$ cat config.mk
export PLATFORM = sky130hd
export DESIGN_NAME = acq_doppler_sched_flat
export DESIGN_NICKNAME = d
export VERILOG_FILES = /design/src/rtl/acq_doppler_sched_if.sv /design/src/rtl/acq_doppler_sched.sv /design/src/flat_wrapper.sv
export SDC_FILE = /design/constraint.sdc
export NUM_CORES = 1
export LEC_CHECK = 0
export ABC_AREA = 1
export BUFFER_PORTS_ARGS = -buffer_cell sky130_fd_sc_hd__clkbuf_2
export CAP_MARGIN = 15
export CORE_MARGIN = 2
export CORE_UTILIZATION = 53
export CTS_CLUSTER_DIAMETER = 100
export CTS_CLUSTER_SIZE = 24
export DETAILED_ROUTE_END_ITERATION = 6
export GPL_ROUTABILITY_DRIVEN = 0
export PLACE_DENSITY = 0.76
export SLEW_MARGIN = 20
export SYNTH_ARGS = -nofsm -noshare
export SYNTH_HDL_FRONTEND = slang
export SYNTH_SLANG_ARGS = --single-unit
$ cat constraint.sdc
create_clock -name rx_clk -period 10.2 [get_ports rx_clk]
set_clock_uncertainty 0.15 [all_clocks]
set_input_delay 2.04 -clock rx_clk [delete_from_list [all_inputs] [get_ports rx_clk]]
set_output_delay 2.04 -clock rx_clk [all_outputs]
set_load 0.01 [all_outputs]
$ cat src/rtl/acq_doppler_sched_if.sv
// Signal bundle between the Doppler acquisition scheduler, its software controls,
// the acquisition engine and the tracking loop.
interface acq_doppler_sched_if #(
  parameter int unsigned ACC_WIDTH     = 32,
  parameter int unsigned CORR_WIDTH    = 32,
  parameter int unsigned PRN_PHS_WIDTH = 14
);
  logic                     rx_start;
  logic                     rx_abort;
  logic                     rx_trk_lost;
  logic [ACC_WIDTH-1:0]     rx_bin_step;
  logic [CORR_WIDTH-1:0]    rx_threshold;
  logic                     rx_acq_done;
  logic [CORR_WIDTH-1:0]    rx_acq_peak;
  logic [PRN_PHS_WIDTH-1:0] rx_acq_phs;

  logic                     tx_acq_rst;
  logic [ACC_WIDTH-1:0]     tx_car_fcw;
  logic                     tx_trk_start;
  logic [ACC_WIDTH-1:0]     tx_trk_fcw;
  logic [PRN_PHS_WIDTH-1:0] tx_trk_phs;
  logic                     tx_busy;
  logic                     tx_locked;
  logic                     tx_fail;

  modport master (
    output rx_start, rx_abort, rx_trk_lost, rx_bin_step, rx_threshold,
           rx_acq_done, rx_acq_peak, rx_acq_phs,
    input  tx_acq_rst, tx_car_fcw, tx_trk_start, tx_trk_fcw, tx_trk_phs,
           tx_busy, tx_locked, tx_fail
  );

  modport slave (
    input  rx_start, rx_abort, rx_trk_lost, rx_bin_step, rx_threshold,
           rx_acq_done, rx_acq_peak, rx_acq_phs,
    output tx_acq_rst, tx_car_fcw, tx_trk_start, tx_trk_fcw, tx_trk_phs,
           tx_busy, tx_locked, tx_fail
  );
endinterface

$ cat src/rtl/acq_doppler_sched.sv
// Doppler bin search scheduler: sweeps the acquisition engine over 2*HALF_BINS+1
// carrier offsets, keeps the strongest peak and hands the winner to tracking.
module acq_doppler_sched #(
  parameter int unsigned ACC_WIDTH     = 32,
  parameter int unsigned CORR_WIDTH    = 32,
  parameter int unsigned PRN_PHS_WIDTH = 14,
  parameter int unsigned HALF_BINS     = 4,
  parameter int unsigned MAX_SWEEPS    = 3
) (
  input  logic                rx_clk,
  input  logic                rx_rst,
  acq_doppler_sched_if.slave  bus
);
  localparam int unsigned BIN_W = $clog2(HALF_BINS + 1) + 1;
  localparam int unsigned SWP_W = $clog2(MAX_SWEEPS + 1);
  localparam logic signed [BIN_W-1:0] BIN_MAX = BIN_W'(HALF_BINS);
  localparam logic signed [BIN_W-1:0] BIN_MIN = -BIN_MAX;

  typedef enum logic [2:0] {IDLE, ARM, DWELL, EVAL, LOCK, FAIL} state_e;

  state_e                   state_q, state_d;
  logic                     arm_cnt_q, arm_cnt_d;
  logic signed [BIN_W-1:0]  bin_q, bin_d;
  logic [SWP_W-1:0]         sweep_q, sweep_d;
  logic [CORR_WIDTH-1:0]    peak_q, peak_d;
  logic [PRN_PHS_WIDTH-1:0] phs_q, phs_d;
  logic [CORR_WIDTH-1:0]    best_peak_q, best_peak_d;
  logic [PRN_PHS_WIDTH-1:0] best_phs_q, best_phs_d;
  logic [ACC_WIDTH-1:0]     best_fcw_q, best_fcw_d;
  logic                     acq_rst_q, acq_rst_d;
  logic [ACC_WIDTH-1:0]     car_fcw_q, car_fcw_d;
  logic                     trk_start_q, trk_start_d;
  logic [ACC_WIDTH-1:0]     trk_fcw_q, trk_fcw_d;
  logic [PRN_PHS_WIDTH-1:0] trk_phs_q, trk_phs_d;
  logic                     busy_q, busy_d;
  logic                     locked_q, locked_d;
  logic                     fail_q, fail_d;

  logic                     restart;
  logic                     upd;
  logic [CORR_WIDTH-1:0]    new_peak;
  logic [PRN_PHS_WIDTH-1:0] new_phs;
  logic [ACC_WIDTH-1:0]     new_fcw;
  logic [SWP_W-1:0]         sweep_inc;

  // Carrier offset for a bin: sign-extended bin index times step, modulo 2^ACC_WIDTH.
  function automatic logic [ACC_WIDTH-1:0] fcw_of(input logic signed [BIN_W-1:0] b,
                                                  input logic [ACC_WIDTH-1:0]    step);
    logic [ACC_WIDTH-1:0] b_ext;
    b_ext = {{(ACC_WIDTH - BIN_W){b[BIN_W-1]}}, b};
    return b_ext * step;
  endfunction

  always_comb begin
    state_d     = state_q;
    arm_cnt_d   = arm_cnt_q;
    bin_d       = bin_q;
    sweep_d     = sweep_q;
    peak_d      = peak_q;
    phs_d       = phs_q;
    best_peak_d = best_peak_q;
    best_phs_d  = best_phs_q;
    best_fcw_d  = best_fcw_q;
    car_fcw_d   = car_fcw_q;
    trk_start_d = 1'b0;
    trk_fcw_d   = trk_fcw_q;
    trk_phs_d   = trk_phs_q;
    restart     = 1'b0;
    sweep_inc   = sweep_q + SWP_W'(1);

    // Strict compare keeps the earliest bin on equal peaks.
    upd      = peak_q > best_peak_q;
    new_peak = upd ? peak_q    : best_peak_q;
    new_phs  = upd ? phs_q     : best_phs_q;
    new_fcw  = upd ? car_fcw_q : best_fcw_q;

    if (bus.rx_abort) begin
      state_d = IDLE;
    end else begin
      unique case (state_q)
        IDLE:  restart = bus.rx_start;
        ARM: begin
          if (arm_cnt_q) state_d = DWELL;
          else           arm_cnt_d = 1'b1;
        end
        DWELL: begin
          if (bus.rx_acq_done) begin
            peak_d  = bus.rx_acq_peak;
            phs_d   = bus.rx_acq_phs;
            state_d = EVAL;
          end
        end
        EVAL: begin
          best_peak_d = new_peak;
          best_phs_d  = new_phs;
          best_fcw_d  = new_fcw;
          if (bin_q < BIN_MAX) begin
            bin_d   = bin_q + BIN_W'(1);
            state_d = ARM;
          end else if (new_peak > bus.rx_threshold) begin
            state_d     = LOCK;
            trk_start_d = 1'b1;
            trk_fcw_d   = new_fcw;
            trk_phs_d   = new_phs;
          end else if (sweep_inc == SWP_W'(MAX_SWEEPS)) begin
            sweep_d = sweep_inc;
            state_d = FAIL;
          end else begin
            sweep_d     = sweep_inc;
            best_peak_d = '0;
            best_phs_d  = '0;
            best_fcw_d  = '0;
            bin_d       = BIN_MIN;
            state_d     = ARM;
          end
        end
        LOCK:  restart = bus.rx_trk_lost;
        FAIL:  restart = bus.rx_start;
        default: state_d = IDLE;
      endcase
    end

    if (restart) begin
      state_d     = ARM;
      bin_d       = BIN_MIN;
      sweep_d     = '0;
      best_peak_d = '0;
      best_phs_d  = '0;
      best_fcw_d  = '0;
    end

    // Offset is presented on the same cycle the engine reset goes high.
    if (state_d == ARM && state_q != ARM) begin
      arm_cnt_d = 1'b0;
      car_fcw_d = fcw_of(bin_d, bus.rx_bin_step);
    end

    acq_rst_d = !(state_d inside {DWELL, EVAL});
    busy_d    = state_d inside {ARM, DWELL, EVAL};
    locked_d  = state_d == LOCK;
    fail_d    = state_d == FAIL;
  end

  always_ff @(posedge rx_clk) begin
    if (rx_rst) begin
      state_q     <= IDLE;
      arm_cnt_q   <= 1'b0;
      bin_q       <= BIN_MIN;
      sweep_q     <= '0;
      peak_q      <= '0;
      phs_q       <= '0;
      best_peak_q <= '0;
      best_phs_q  <= '0;
      best_fcw_q  <= '0;
      acq_rst_q   <= 1'b1;
      car_fcw_q   <= '0;
      trk_start_q <= 1'b0;
      trk_fcw_q   <= '0;
      trk_phs_q   <= '0;
      busy_q      <= 1'b0;
      locked_q    <= 1'b0;
      fail_q      <= 1'b0;
    end else begin
      state_q     <= state_d;
      arm_cnt_q   <= arm_cnt_d;
      bin_q       <= bin_d;
      sweep_q     <= sweep_d;
      peak_q      <= peak_d;
      phs_q       <= phs_d;
      best_peak_q <= best_peak_d;
      best_phs_q  <= best_phs_d;
      best_fcw_q  <= best_fcw_d;
      acq_rst_q   <= acq_rst_d;
      car_fcw_q   <= car_fcw_d;
      trk_start_q <= trk_start_d;
      trk_fcw_q   <= trk_fcw_d;
      trk_phs_q   <= trk_phs_d;
      busy_q      <= busy_d;
      locked_q    <= locked_d;
      fail_q      <= fail_d;
    end
  end

  assign bus.tx_acq_rst   = acq_rst_q;
  assign bus.tx_car_fcw   = car_fcw_q;
  assign bus.tx_trk_start = trk_start_q;
  assign bus.tx_trk_fcw   = trk_fcw_q;
  assign bus.tx_trk_phs   = trk_phs_q;
  assign bus.tx_busy      = busy_q;
  assign bus.tx_locked    = locked_q;
  assign bus.tx_fail      = fail_q;
endmodule

$ cat src/flat_wrapper.sv
// flat-port wrapper written by rule: the top's interface ports become plain ports
module acq_doppler_sched_flat 
#(
  parameter int unsigned ACC_WIDTH     = 32,
  parameter int unsigned CORR_WIDTH    = 32,
  parameter int unsigned PRN_PHS_WIDTH = 14,
  parameter int unsigned HALF_BINS     = 4,
  parameter int unsigned MAX_SWEEPS    = 3
)
  (rx_clk, rx_rst, bus_rx_start, bus_rx_abort, bus_rx_trk_lost, bus_rx_bin_step, bus_rx_threshold, bus_rx_acq_done, bus_rx_acq_peak, bus_rx_acq_phs, bus_tx_acq_rst, bus_tx_car_fcw, bus_tx_trk_start, bus_tx_trk_fcw, bus_tx_trk_phs, bus_tx_busy, bus_tx_locked, bus_tx_fail);
  acq_doppler_sched_if #(.ACC_WIDTH(ACC_WIDTH), .CORR_WIDTH(CORR_WIDTH), .PRN_PHS_WIDTH(PRN_PHS_WIDTH)) bus_i ();
  input  logic rx_clk;
  input  logic rx_rst;
  input wire logic [$bits(bus_i.rx_start)-1:0] bus_rx_start;
  input wire logic [$bits(bus_i.rx_abort)-1:0] bus_rx_abort;
  input wire logic [$bits(bus_i.rx_trk_lost)-1:0] bus_rx_trk_lost;
  input wire logic [$bits(bus_i.rx_bin_step)-1:0] bus_rx_bin_step;
  input wire logic [$bits(bus_i.rx_threshold)-1:0] bus_rx_threshold;
  input wire logic [$bits(bus_i.rx_acq_done)-1:0] bus_rx_acq_done;
  input wire logic [$bits(bus_i.rx_acq_peak)-1:0] bus_rx_acq_peak;
  input wire logic [$bits(bus_i.rx_acq_phs)-1:0] bus_rx_acq_phs;
  output wire logic [$bits(bus_i.tx_acq_rst)-1:0] bus_tx_acq_rst;
  output wire logic [$bits(bus_i.tx_car_fcw)-1:0] bus_tx_car_fcw;
  output wire logic [$bits(bus_i.tx_trk_start)-1:0] bus_tx_trk_start;
  output wire logic [$bits(bus_i.tx_trk_fcw)-1:0] bus_tx_trk_fcw;
  output wire logic [$bits(bus_i.tx_trk_phs)-1:0] bus_tx_trk_phs;
  output wire logic [$bits(bus_i.tx_busy)-1:0] bus_tx_busy;
  output wire logic [$bits(bus_i.tx_locked)-1:0] bus_tx_locked;
  output wire logic [$bits(bus_i.tx_fail)-1:0] bus_tx_fail;
  assign bus_i.rx_start = bus_rx_start;
  assign bus_i.rx_abort = bus_rx_abort;
  assign bus_i.rx_trk_lost = bus_rx_trk_lost;
  assign bus_i.rx_bin_step = bus_rx_bin_step;
  assign bus_i.rx_threshold = bus_rx_threshold;
  assign bus_i.rx_acq_done = bus_rx_acq_done;
  assign bus_i.rx_acq_peak = bus_rx_acq_peak;
  assign bus_i.rx_acq_phs = bus_rx_acq_phs;
  assign bus_tx_acq_rst = bus_i.tx_acq_rst;
  assign bus_tx_car_fcw = bus_i.tx_car_fcw;
  assign bus_tx_trk_start = bus_i.tx_trk_start;
  assign bus_tx_trk_fcw = bus_i.tx_trk_fcw;
  assign bus_tx_trk_phs = bus_i.tx_trk_phs;
  assign bus_tx_busy = bus_i.tx_busy;
  assign bus_tx_locked = bus_i.tx_locked;
  assign bus_tx_fail = bus_i.tx_fail;
  acq_doppler_sched #(.ACC_WIDTH(ACC_WIDTH), .CORR_WIDTH(CORR_WIDTH), .PRN_PHS_WIDTH(PRN_PHS_WIDTH), .HALF_BINS(HALF_BINS), .MAX_SWEEPS(MAX_SWEEPS)) u_core (.rx_clk(rx_clk), .rx_rst(rx_rst), .bus(bus_i));
endmodule
# ---- After elaboration in Yosys (flattened, before gate mapping)
# Cells that the tools add are included.
dict set report classes {
  addsub 2
  mul 1
  order_cmp 3
  n_eq_ne 12
  n_mux 29
  bitwise 4
  reduce_logical 15
}
# operator n
set op_table {}
lappend op_table {{32-bit two-way mux} 8}
lappend op_table {{32-bit > comparator} 2}
lappend op_table {{14-bit two-way mux} 4}
lappend op_table {{4-bit by 32-bit multiplier with 32-bit output} 1}
lappend op_table {{4-bit two-way mux} 6}
lappend op_table {{3-bit two-way mux} 7}
lappend op_table {{3-bit by 2-bit == test with 1-bit output (second input constant)} 4}
lappend op_table {{3-bit == test (second input constant)} 4}
lappend op_table {{3-bit case mux with 4 select lines} 1}
lappend op_table {{4-bit AND reduction} 2}
lappend op_table {{3-bit by 1-bit == test with 1-bit output (second input constant)} 2}
lappend op_table {{2-bit OR reduction} 3}
lappend op_table {{4-bit by 2-bit adder with 4-bit output (second input constant)} 1}
lappend op_table {{4-bit < comparator (second input constant)} 1}
lappend op_table {{1-bit NOT} 4}
lappend op_table {{2-bit AND reduction} 2}
lappend op_table {{4-bit OR reduction} 1}
lappend op_table {{3-bit zero test} 1}
lappend op_table {{3-bit by 1-bit != test with 1-bit output (second input constant)} 1}
lappend op_table {{3-bit AND reduction} 1}
lappend op_table {{3-bit nonzero test} 1}
lappend op_table {{3-bit OR reduction} 1}
lappend op_table {{2-bit by 1-bit adder with 2-bit output (second input constant)} 1}
lappend op_table {{2-bit == test (second input constant)} 1}
lappend op_table {{other kinds (5)} 6}
dict set report word_totals {
  ff_bits 217
  in_bits 116
  output_inout_bits 83
  elab_cells 83
}

# ---- Longest topological paths before layout
# Gate-level depths: netlist of run 1.
dict set report logic_depth {
  ltp_word 11
  ltp_mapped 60
  mapped_depth_nobuf 58
}

# ---- Least setup slack after synthesis of run 1
# Ideal clock, no wire load.
dict set report synth_path {
  path_kind {input -> register}
  start {input bus_rx_threshold[31]}
  end {register u_core.car_fcw_q[31] (netlist: u_core.bus.tx_car_fcw[31])}
  setup_time_ns 0.109
  t_arrival_ns 7.180
  required_ns 9.941
  setup_slack_ns 2.761
  path_stages 37
  path_buffers 1
  path_cell_list {inv_1 > ha_1 > nand2_1 > nor2_2 > nand2_2 > nor4_4 > nand3b_1 > nand2_2 > nand2_1 > nand2_1 > nand2_1 > nand2_1 > a21oi_1 > inv_1 > clkbuf_1 > nor2_1 > fa_1 > inv_1 > fa_1 > inv_1 > fa_1 > ha_1 > fa_1 > a21oi_2 > inv_1 > nand3_1 > nand2_1 > a21o_1 > a21o_1 > a21oi_4 > inv_2 > nand2_1 > nand2_1 > nand3_1 > nand3_1 > nand2_1 > inv_1}
}
dict set report synth_via {
  elab_chain_cells 8
  word_cells_on_any_way 14
  cone_classes {mul (1); order compare (1); eq/ne (1); mux (10); reduce/logical (1)}
}
# item line_no
set synth_lines {}
lappend synth_lines {{start: declaration} flat_wrapper.sv:18} ;# input wire logic [$bits(bus_i.rx_threshold)-1:0] bus_rx_threshold;
lappend synth_lines {{32-bit > comparator *} acq_doppler_sched.sv:100} ;# end else if (new_peak > bus.rx_threshold) begin
lappend synth_lines {{parallel branches: the longest is 7 deep, another holds 4-bit by 32-bit multiplier with 32-bit output} -}
lappend synth_lines {{end signal: assignment} acq_doppler_sched.sv:174} ;# car_fcw_q <= car_fcw_d;
lappend synth_lines {{end: declaration} acq_doppler_sched.sv:31} ;# logic [ACC_WIDTH-1:0] car_fcw_q, car_fcw_d;
# Every way passes the cells marked *.
# A chain may end at the register's enable or synchronous reset.

# ---- Final worst setup path of run 1
dict set report layout_path {
  start {register u_core.best_peak_q[26]}
  end {register u_core.car_fcw_q[24] (netlist: u_core.bus.tx_car_fcw[24])}
}
dict set report layout_via {
  word_cells_on_any_way 16
  cone_classes {mul (1); order compare (2); eq/ne (1); mux (11); reduce/logical (1)}
}
# item line_no
set layout_lines {}
lappend layout_lines {{start: declaration} acq_doppler_sched.sv:27} ;# logic [CORR_WIDTH-1:0] best_peak_q, best_peak_d;
lappend layout_lines {{start signal: assignment} acq_doppler_sched.sv:170} ;# best_peak_q <= best_peak_d;
lappend layout_lines {{32-bit > comparator} acq_doppler_sched.sv:72} ;# upd = peak_q > best_peak_q;
lappend layout_lines {{32-bit two-way mux *} acq_doppler_sched.sv:73} ;# new_peak = upd ? peak_q : best_peak_q;
lappend layout_lines {{32-bit > comparator *} acq_doppler_sched.sv:100}
lappend layout_lines {{4-bit two-way mux *} acq_doppler_sched.sv:100}
lappend layout_lines {{4-bit two-way mux *} acq_doppler_sched.sv:97} ;# if (bin_q < BIN_MAX) begin
lappend layout_lines {{4-bit two-way mux *} acq_doppler_sched.sv:80} ;# unique case (state_q)
lappend layout_lines {{4-bit two-way mux *} acq_doppler_sched.sv:77} ;# if (bus.rx_abort) begin
lappend layout_lines {{4-bit two-way mux *} acq_doppler_sched.sv:123} ;# if (restart) begin
lappend layout_lines {{via u_core.bin_d[3]} acq_doppler_sched.sv:23} ;# logic signed [BIN_W-1:0] bin_q, bin_d;
lappend layout_lines {{4-bit by 32-bit multiplier with 32-bit output *} acq_doppler_sched.sv:51} ;# return b_ext * step;
# Mark *: on every way through the listed nets, which the timed path passes. The rest lies on a longest branch.

==> metrics.txt, run 1 <==
Critical-path top delay cell nand2_4; register share of total power 0.503; max-cap check violation count 0; Mapped Cells 1891; first-pass GRT wire length 58490 microns; cell with the most instances after synthesis nand2_1; crit-path max cell delay 0.62 ns; Post-CTS Setup Inserts 0; Area growth syn-to-layout 10.34%; number of nets still failing antenna checks after routing 0; NetSw 508.9 uW; total power 1738 uW; WP depth 45; Syn. warnings 0; # DRC 0; pwr dens 113.6 nW/um^2; FFs w/ async S/R, synth 0; Yosys cell types 53; GRT Overall Usage 0.2540; Post-Syn Area per Cell 7.333 sq um; flop2flop setup slack 1.09 ns; Bufs on Longest Clock Path 3; FF-to-FF Start u_core.best_peak_q[26]; CP bufs+invs 8; I/O Pins 199; Final min period 9.113 ns; post-synth top area share 0.3133; sequential fraction of the synthesis area 0.3133; vias in the first global route 12.11k; DR pass1 iterations 5; Slew Limit Fails 0; Starting Density 0.5367; total CTS buffers 13; Post-DP HPWL 26460 microns; initial antenna violation count 0; most frequent cells after synthesis 358 x nand2_1, 321 x nor2_1, 217 x dfxtp_1, 180 x a21oi_1, 176 x inv_1; Worst setup EP type flip-flop; most used cell, CP nand2_1; wire per inst 15.14 microns; Worst Tran Pin Value 0.9715 ns; CTS root buf clkbuf_16; status complete, no violations; DR iter-0 viols 976; top post-synthesis cells by area dfxtp_1 31%, ha_1 11%, nand2_1 9.7%, nor2_1 8.7%, fa_1 8.4%; row cnt 59; final worst path period share 0.8934; Worst R2R Path Depth 45; type of the worst setup path flip-flop to flip-flop; worst setup path startpoint u_core.best_peak_q[26]; Pint 1229 uW; fraction of layout cells with a size suffix above 1 0.1426; LEAKAGE 0.007394 uW; syn nets 2190; worst hold path type flip-flop to flip-flop; CP Launch Type flip-flop; Final TNS setup 0 ns; Yosys reg bits 217; Sw Ratio 0.2929; CTS sink cnt 217; fillcell total 2447; CP arrival 9.32 ns; number of flops mapped to enable cells by yosys 0; die width 165.8 microns; hold buffers post-CTS 0; slew margin rel. 0.3516; FF+latch area 4344 sq um; Post-CTS Resized 0; Worst Path Max Fanout 48; critical path's top delay family simple AND/OR/NAND/NOR gates; RSZ-0062 raised after global routing false; area leader, netlist dfxtp_1; setup violators final 0; Die H 165.8 microns; Congestion Overflow GR 0; Multi-input gate area 8408 sq um; timing endpoint of the critical path u_core.bus.tx_car_fcw[24]; largest net degree at the start of global routing 81; Port Buf Inserts 198; Core ar. 25840 sq um; FMAX 0.1097 GHz; CTS tree built; antenna cells 0; Comb pwr share 0.196; Crit path required time 10.40 ns; Max H-tree Level 1; Via Count 12.73k; Vias/cell 5.391; worst r2r dst u_core.bus.tx_car_fcw[24]; Clock power frac 0.302; final hold violations 0; Die Footprint 27470 sq um; WL final 35750 microns; Clk Latency, worst-skew pair 0.48 ns; top_reg_cell synth dfxtp_1; fin nets 2325; VDD IR max 0.1129 mV; Netlist Area Pre-Place 13870 sq um; Clock Pin Slew Worst Setup and Hold Paths 0.10 ns
## worst reg2reg max path, delay by kind of cell (launching register included)
kind / cells / cell delay, ns
adder cells (fa/ha/maj): 6 / 2.41
AO/OA/AOI/OAI: 11 / 2.15
buffers and inverters: 8 / 1.18
flip-flops: 1 / 0.34
XOR/XNOR: 1 / 0.17
AND/OR/NAND/NOR: 19 / 2.60
## cell usage in the layout (no fill, tap or decap), types with 52 or more instances in the layout
cell type,instances
fa_1,58
a21oi_1,180
inv_1,175
nor2_1,320
clkbuf_2,198
nand2_1,357
nand3_1,52
o21ai_0,118
dfxtp_1,217
ha_1,125
## registers in the layout (all words and copies together) (netlist names), 2 cells and up
signal,cells
u_core.best_fcw_q,32
u_core.best_peak_q,32
u_core.bus.tx_car_fcw,32
u_core.bus.tx_trk_fcw,32
u_core.peak_q,32
u_core.best_phs_q,14
u_core.bus.tx_trk_phs,14
u_core.phs_q,14
u_core.bin_q,4
u_core.state_q,3
u_core.sweep_q,2
## cells by family (layout without fill, tap and decap cells)
logic type | after synthesis | count (layout) | share of synthesized area
AOI/OAI and AO/OA | 423 | 423 | 0.1687
and+or+nand+nor | 772 | 772 | 0.2255
xor gates and xnor gates | 22 | 22 | 0.01444
adders and majority gates | 183 | 183 | 0.1965
buffers and inverters | 274 | 409 | 0.08157
DFF | 217 | 217 | 0.3133
## per-stage QoR
stage / util / hold WS [ns] / std cells / worst slack [ns] / area, sq um
floorplan: - / 0.2936 / 1891 / 2.761 / 13870
global placement: 0.5784 / 0.3013 / 2346 / 1.267 / 14940
detailed placement: 0.5784 / 0.3055 / 2346 / 1.142 / 14940
CTS: 0.5922 / 0.3195 / 2361 / 1.121 / 15300
global route: 0.5922 / 0.3361 / 2361 / 0.3299 / 15300
finish: 0.5922 / 0.3171 / 2361 / 1.087 / 15300
## metal layers
layer,share of wire,track usage,vias up
met5,0,0,-
met3,0.064,0.03337,49
met1,0.44,0.3334,5920
li1,-,-,6388
met2,0.47,0.4433,372
met4,0.022,0.06503,0
## final cells by class
type | instances | area share
Sequential cell | 217 | 0.2839
Clock buffer | 13 | 0.02126
Clock inverter | 2 | 0.002126
Inverter | 184 | 0.04514
Timing Repair Buffer | 210 | 0.07065
Multi-Input combinational cell | 1400 | 0.5495
Tap cell | 335 | 0.02739
## power groups by stage
| stage | logic, uW | clock network (uW) | registers (uW) |
|---|---|---|---|
| after floorplan | 235 | 0 | 893 |
| after global routing | 385 | 571 | 875 |
| after detailed placement | 336 | 0 | 893 |
| after global placement | 332 | 0 | 893 |
| after CTS | 340 | 536 | 873 |
| final | 340 | 524 | 874 |
## worst min-delay path by stage
stage / from / endpoint / slack (ns) / cells after the start
floorplan: u_core.sweep_q[0] / u_core.sweep_q[0] / 0.29 / 2
global placement: u_core.best_fcw_q[17] / u_core.best_fcw_q[17] / 0.30 / 2
detailed placement: u_core.best_phs_q[12] / u_core.best_phs_q[12] / 0.31 / 2
CTS: u_core.best_phs_q[10] / u_core.best_phs_q[10] / 0.32 / 2
global route: u_core.best_peak_q[24] / u_core.best_peak_q[24] / 0.34 / 2
finish: u_core.best_peak_q[10] / u_core.best_peak_q[10] / 0.32 / 2
No activity file was read; power rests on OpenSTA's default activity.
==> inputs of run 2 (changes only) <==
- CORE_ASPECT_RATIO: default -> 1.4
==> run 2 against run 1 <==
  * Non-clock buffer count shrank 1
  * Cell area about the same
  * Maximum frequency is 5.1% lower
  * Clock-buffer cell count rose by 1
  * Sequential power barely moved
  * First-iteration DRC count fell by 20%
  * Total power hardly changed
  * Final cell count fell by 0.47%
==> metrics.txt, run 2 (synthesis gave the netlist of run 1 again) <==
Die H 195.4 microns; Final Non-Filler Cells 2350; number of nets still failing antenna checks after routing 0; I/O Pins 199; crit-path max cell delay 0.77 ns; Critical-path top delay cell nand2_4; slew margin rel. 0.3354; Worst Path Max Fanout 65; fraction of layout cells with a size suffix above 1 0.1422; FF-to-FF Start u_core.best_peak_q[27]; setup violators final 0; Vias/cell 5.402; hold buffers post-CTS 0; largest net degree at the start of global routing 123; Hold Crit Start u_core.best_peak_q[28]; CTS sink cnt 217; design area 15290 sq um; FMAX 0.1041 GHz; initial antenna violation count 0; row cnt 70; CP Launch Type flip-flop; DP Area 14920 sq um; VDD IR max 0.07486 mV; total power 1739 uW; busiest layer in global routing met2; Worst Tran Pin Value 0.9959 ns; CP arrival 9.82 ns; pwr dens 113.7 nW/um^2; die width 140.7 microns; Inst Count DP 2334; worst setup path startpoint u_core.best_peak_q[27]; LEAKAGE 0.007395 uW; Slew Limit Fails 0; Final min period 9.607 ns; worst hold slack 0.3183 ns; # DRC 0; met2 usage 0.4600; commonest cells after routing, fill and taps aside 357 x nand2_1, 320 x nor2_1, 217 x dfxtp_1; Final TNS setup 0 ns; worst hold path type flip-flop to flip-flop; Worst setup EP type flip-flop; most common cell after layout, fill and taps aside nand2_1; Bufs on Longest Clock Path 3; CTS root buf clkbuf_16; Die Footprint 27490 sq um; Clk Latency, worst-skew pair 0.48 ns; Core ar. 25920 sq um; first-pass GRT wire length 58060 microns; max-cap check violation count 0; status complete, no violations; Post-CTS Setup Inserts 0; Starting Density 0.5349; Congestion Overflow GR 0; Port Buf Inserts 198; final worst path period share 0.9419; CTS tree built; Area growth syn-to-layout 10.29%; wire per inst 14.95 microns; final hold violations 0; type of the worst setup path flip-flop to flip-flop; Crit path required time 10.42 ns; total CTS buffers 13; DR pass1 iterations 6; Max H-tree Level 1; fin nets 2324; RSZ-0062 raised after global routing false; GRT met3 Usage 0.03090; WL final 35130 microns; GRT Overall Usage 0.2536; most used cell, CP nand2_1; Post-CTS Resized 0; Post-DP HPWL 25820 microns; met1 Use GR 0.3084; DR iter-0 viols 776; Clock Pin Slew Worst Setup and Hold Paths 0.10 ns; vias in the first global route 12.20k; Via Count 12.70k; antenna cells 0
[run 2: layout make-up]
cell class | count | area, sq um
fill | 2420 | 10630
timing repair buffer | 209 | 1077
multi-input combinational | 1400 | 8408
clock buffer | 14 | 329.1
sequential | 217 | 4344
tap | 324 | 405.4
clock inverter | 2 | 38.79
inverter | 184 | 690.7
[run 2: layer usage]
layer | wire length [microns] | share of wire
met5 | 0 | 0
met2 | 17600 | 0.50
met1 | 14480 | 0.41
met3 | 1984 | 0.056
met4 | 1064 | 0.030
[run 2: per-stage QoR]
stage,utilization,worst slack [ns]
6_report,0.5899,0.5929
2_1_floorplan,-,2.761
5_1_grt,0.5899,0.001073
4_1_cts,0.5898,0.6854
3_5_place_dp,0.5756,0.7399
3_3_place_gp,0.5756,0.9965
[run 2: report_power, final]
part | leakage [uW] | switching, uW | internal [uW]
clock network | 0.000177 | 290 | 239
registers | 0.00175 | 12.8 | 860
logic | 0.00546 | 204 | 132
total | 0.00739 | 507 | 1230
[run 2: final timing paths]
check	depth (start not counted)	slack, ns	to
hold / removal	2	0.32	u_core.best_peak_q[28]
hold reg to reg	2	0.32	u_core.best_peak_q[28]
setup / recovery	47	0.59	u_core.bus.tx_car_fcw[28]
setup reg to reg	47	0.59	u_core.bus.tx_car_fcw[28]
[run 2: worst max-delay path: cells and delay by family, from the launching register on]
family                   cells  cell delay (ns)
AND/OR/NAND/NOR             22             3.27
adder cells (fa/ha/maj)      6             2.36
AO/OA/AOI/OAI               10             2.03
buffers and inverters        8             1.09
flip-flops                   1             0.34
XOR/XNOR                     1             0.17
==> inputs of run 3 (changes only) <==
- CORE_UTILIZATION: 53 -> 50
- PLACE_DENSITY: 0.76 -> 0.72
==> run 3 against run 2 <==
  * Sequential power about the same
  * First-iteration DRC count down 9.9%
  * Wire length up 1.3%
  * Non-clock buffer count up 1
  * Die area up 5.9%
  * Critical path type unchanged
  * Highest routed layer unchanged
==> metrics.txt, run 3 (synthesis gave the netlist of run 1 again) <==
FF-to-FF Start u_core.best_peak_q[17]; number of nets still failing antenna checks after routing 0; Inst Count DP 2380; I/O Pins 199; Starting Density 0.5047; LEAKAGE 0.007411 uW; Final min period 9.281 ns; CTS tree built; final hold violations 0; Cells on Worst Hold Path 2; most used cell, CP nand2_1; CTS sink cnt 217; setup ws final 0.9188 ns; status complete, no violations; Hold Crit Start u_core.best_phs_q[1]; max-cap check violation count 0; worst setup path startpoint u_core.best_peak_q[17]; type of the worst setup path flip-flop to flip-flop; RSZ-0062 raised after global routing false; Final Non-Filler Cells 2397; antenna cells 0; Final TNS setup 0 ns; total CTS buffers 13; Critical-path top delay cell nand2_8; worst hold path type flip-flop to flip-flop; Area growth syn-to-layout 10.88%; VDD IR max 0.07631 mV; Vias/cell 5.282; DR pass1 iterations 6; most common cell after layout, fill and taps aside nand2_1; row cnt 72; WL final 35600 microns; die width 144.8 microns; Post-DP HPWL 26510 microns; largest net degree at the start of global routing 89; crit-path max cell delay 0.54 ns; fraction of layout cells with a size suffix above 1 0.1426; GRT Overall Usage 0.2438; Worst setup EP type flip-flop; DP Area 14980 sq um; pre-CTS WS 0.7165 ns; Die Footprint 29100 sq um; commonest cells after routing, fill and taps aside 357 x nand2_1, 320 x nor2_1, 217 x dfxtp_1; initial antenna violation count 0; CP arrival 9.51 ns; fin nets 2325; # DRC 0; final worst path period share 0.9099; slew margin rel. 0.3158; CP Launch Type flip-flop; Crit path required time 10.43 ns; CTS root buf clkbuf_16; Core ar. 27480 sq um; first-pass GRT wire length 58310 microns; Worst Tran Pin Value 1.025 ns; Worst R2R Path Depth 50; FMAX 0.1077 GHz; design area 15380 sq um; Clock Pin Slew Worst Setup and Hold Paths 0.10 ns; Worst Path Max Fanout 64; Via Count 12.66k; Port Buf Inserts 198; Congestion Overflow GR 0; wire per inst 14.85 microns; vias in the first global route 12.57k; DR iter-0 viols 699; Clk Latency, worst-skew pair 0.49 ns; Bufs on Longest Clock Path 3; Die H 201.0 microns; Max H-tree Level 1; pwr dens 113.2 nW/um^2; hold buffers post-CTS 0; Slew Limit Fails 0; setup violators final 0
## run 3: final cells by class
class                   count  area (sq um)
repair buffers            210          1089
well taps                 370         462.9
multi-input cells        1400          8422
fillers                  2607         12100
inverters                 184         690.7
flip-flops and latches    217          4344
clock inverters             2         38.79
clock buffers              14         329.1
## run 3: through the flow
step / hold WS [ns] / total power (uW) / utilization
2_1_floorplan: 0.2936 / 1128 / -
3_3_place_gp: 0.3012 / 1224 / 0.5452
3_5_place_dp: 0.3056 / 1227 / 0.5452
4_1_cts: 0.3202 / 1758 / 0.5586
5_1_grt: 0.3307 / 1826 / 0.5596
6_report: 0.3183 / 1740 / 0.5596
## run 3: worst paths after layout
kind | to | slack [ns]
worst max-delay path | u_core.bus.tx_car_fcw[24] | 0.92
worst min-delay path | u_core.best_phs_q[1] | 0.32
worst max register to register | u_core.bus.tx_car_fcw[24] | 0.92
worst min register to register | u_core.best_phs_q[1] | 0.32
## run 3: critical path, delay by kind of cell (launching register included)
| family | cells | cell delay [ns] |
|---|---|---|
| flops | 1 | 0.35 |
| fa+ha+maj | 6 | 2.32 |
| buf+inv | 7 | 0.98 |
| compound gates | 15 | 2.66 |
| xor+xnor | 1 | 0.17 |
| simple gates | 21 | 2.47 |
## run 3: timing repair
action	4_1_cts	5_1_grt
endpoints found under the setup margin	0	1
gates resized for setup	0	1
buffers inserted	0	0
## run 3: per-layer routing
layer | routed length, microns | part of all wire | GRT usage
met5 | 0 | 0 | 0
met4 | 1024 | 0.029 | 0.07698
met3 | 1850 | 0.052 | 0.02600
met2 | 17610 | 0.49 | 0.4434
met1 | 15120 | 0.42 | 0.2967
## run 3: report_power, final
group | internal [uW] | switching, uW | leakage (uW)
clock network | 239 | 291 | 0.000177
logic | 132 | 204 | 0.00548
registers | 860 | 13.2 | 0.00175
total | 1230 | 509 | 0.00741
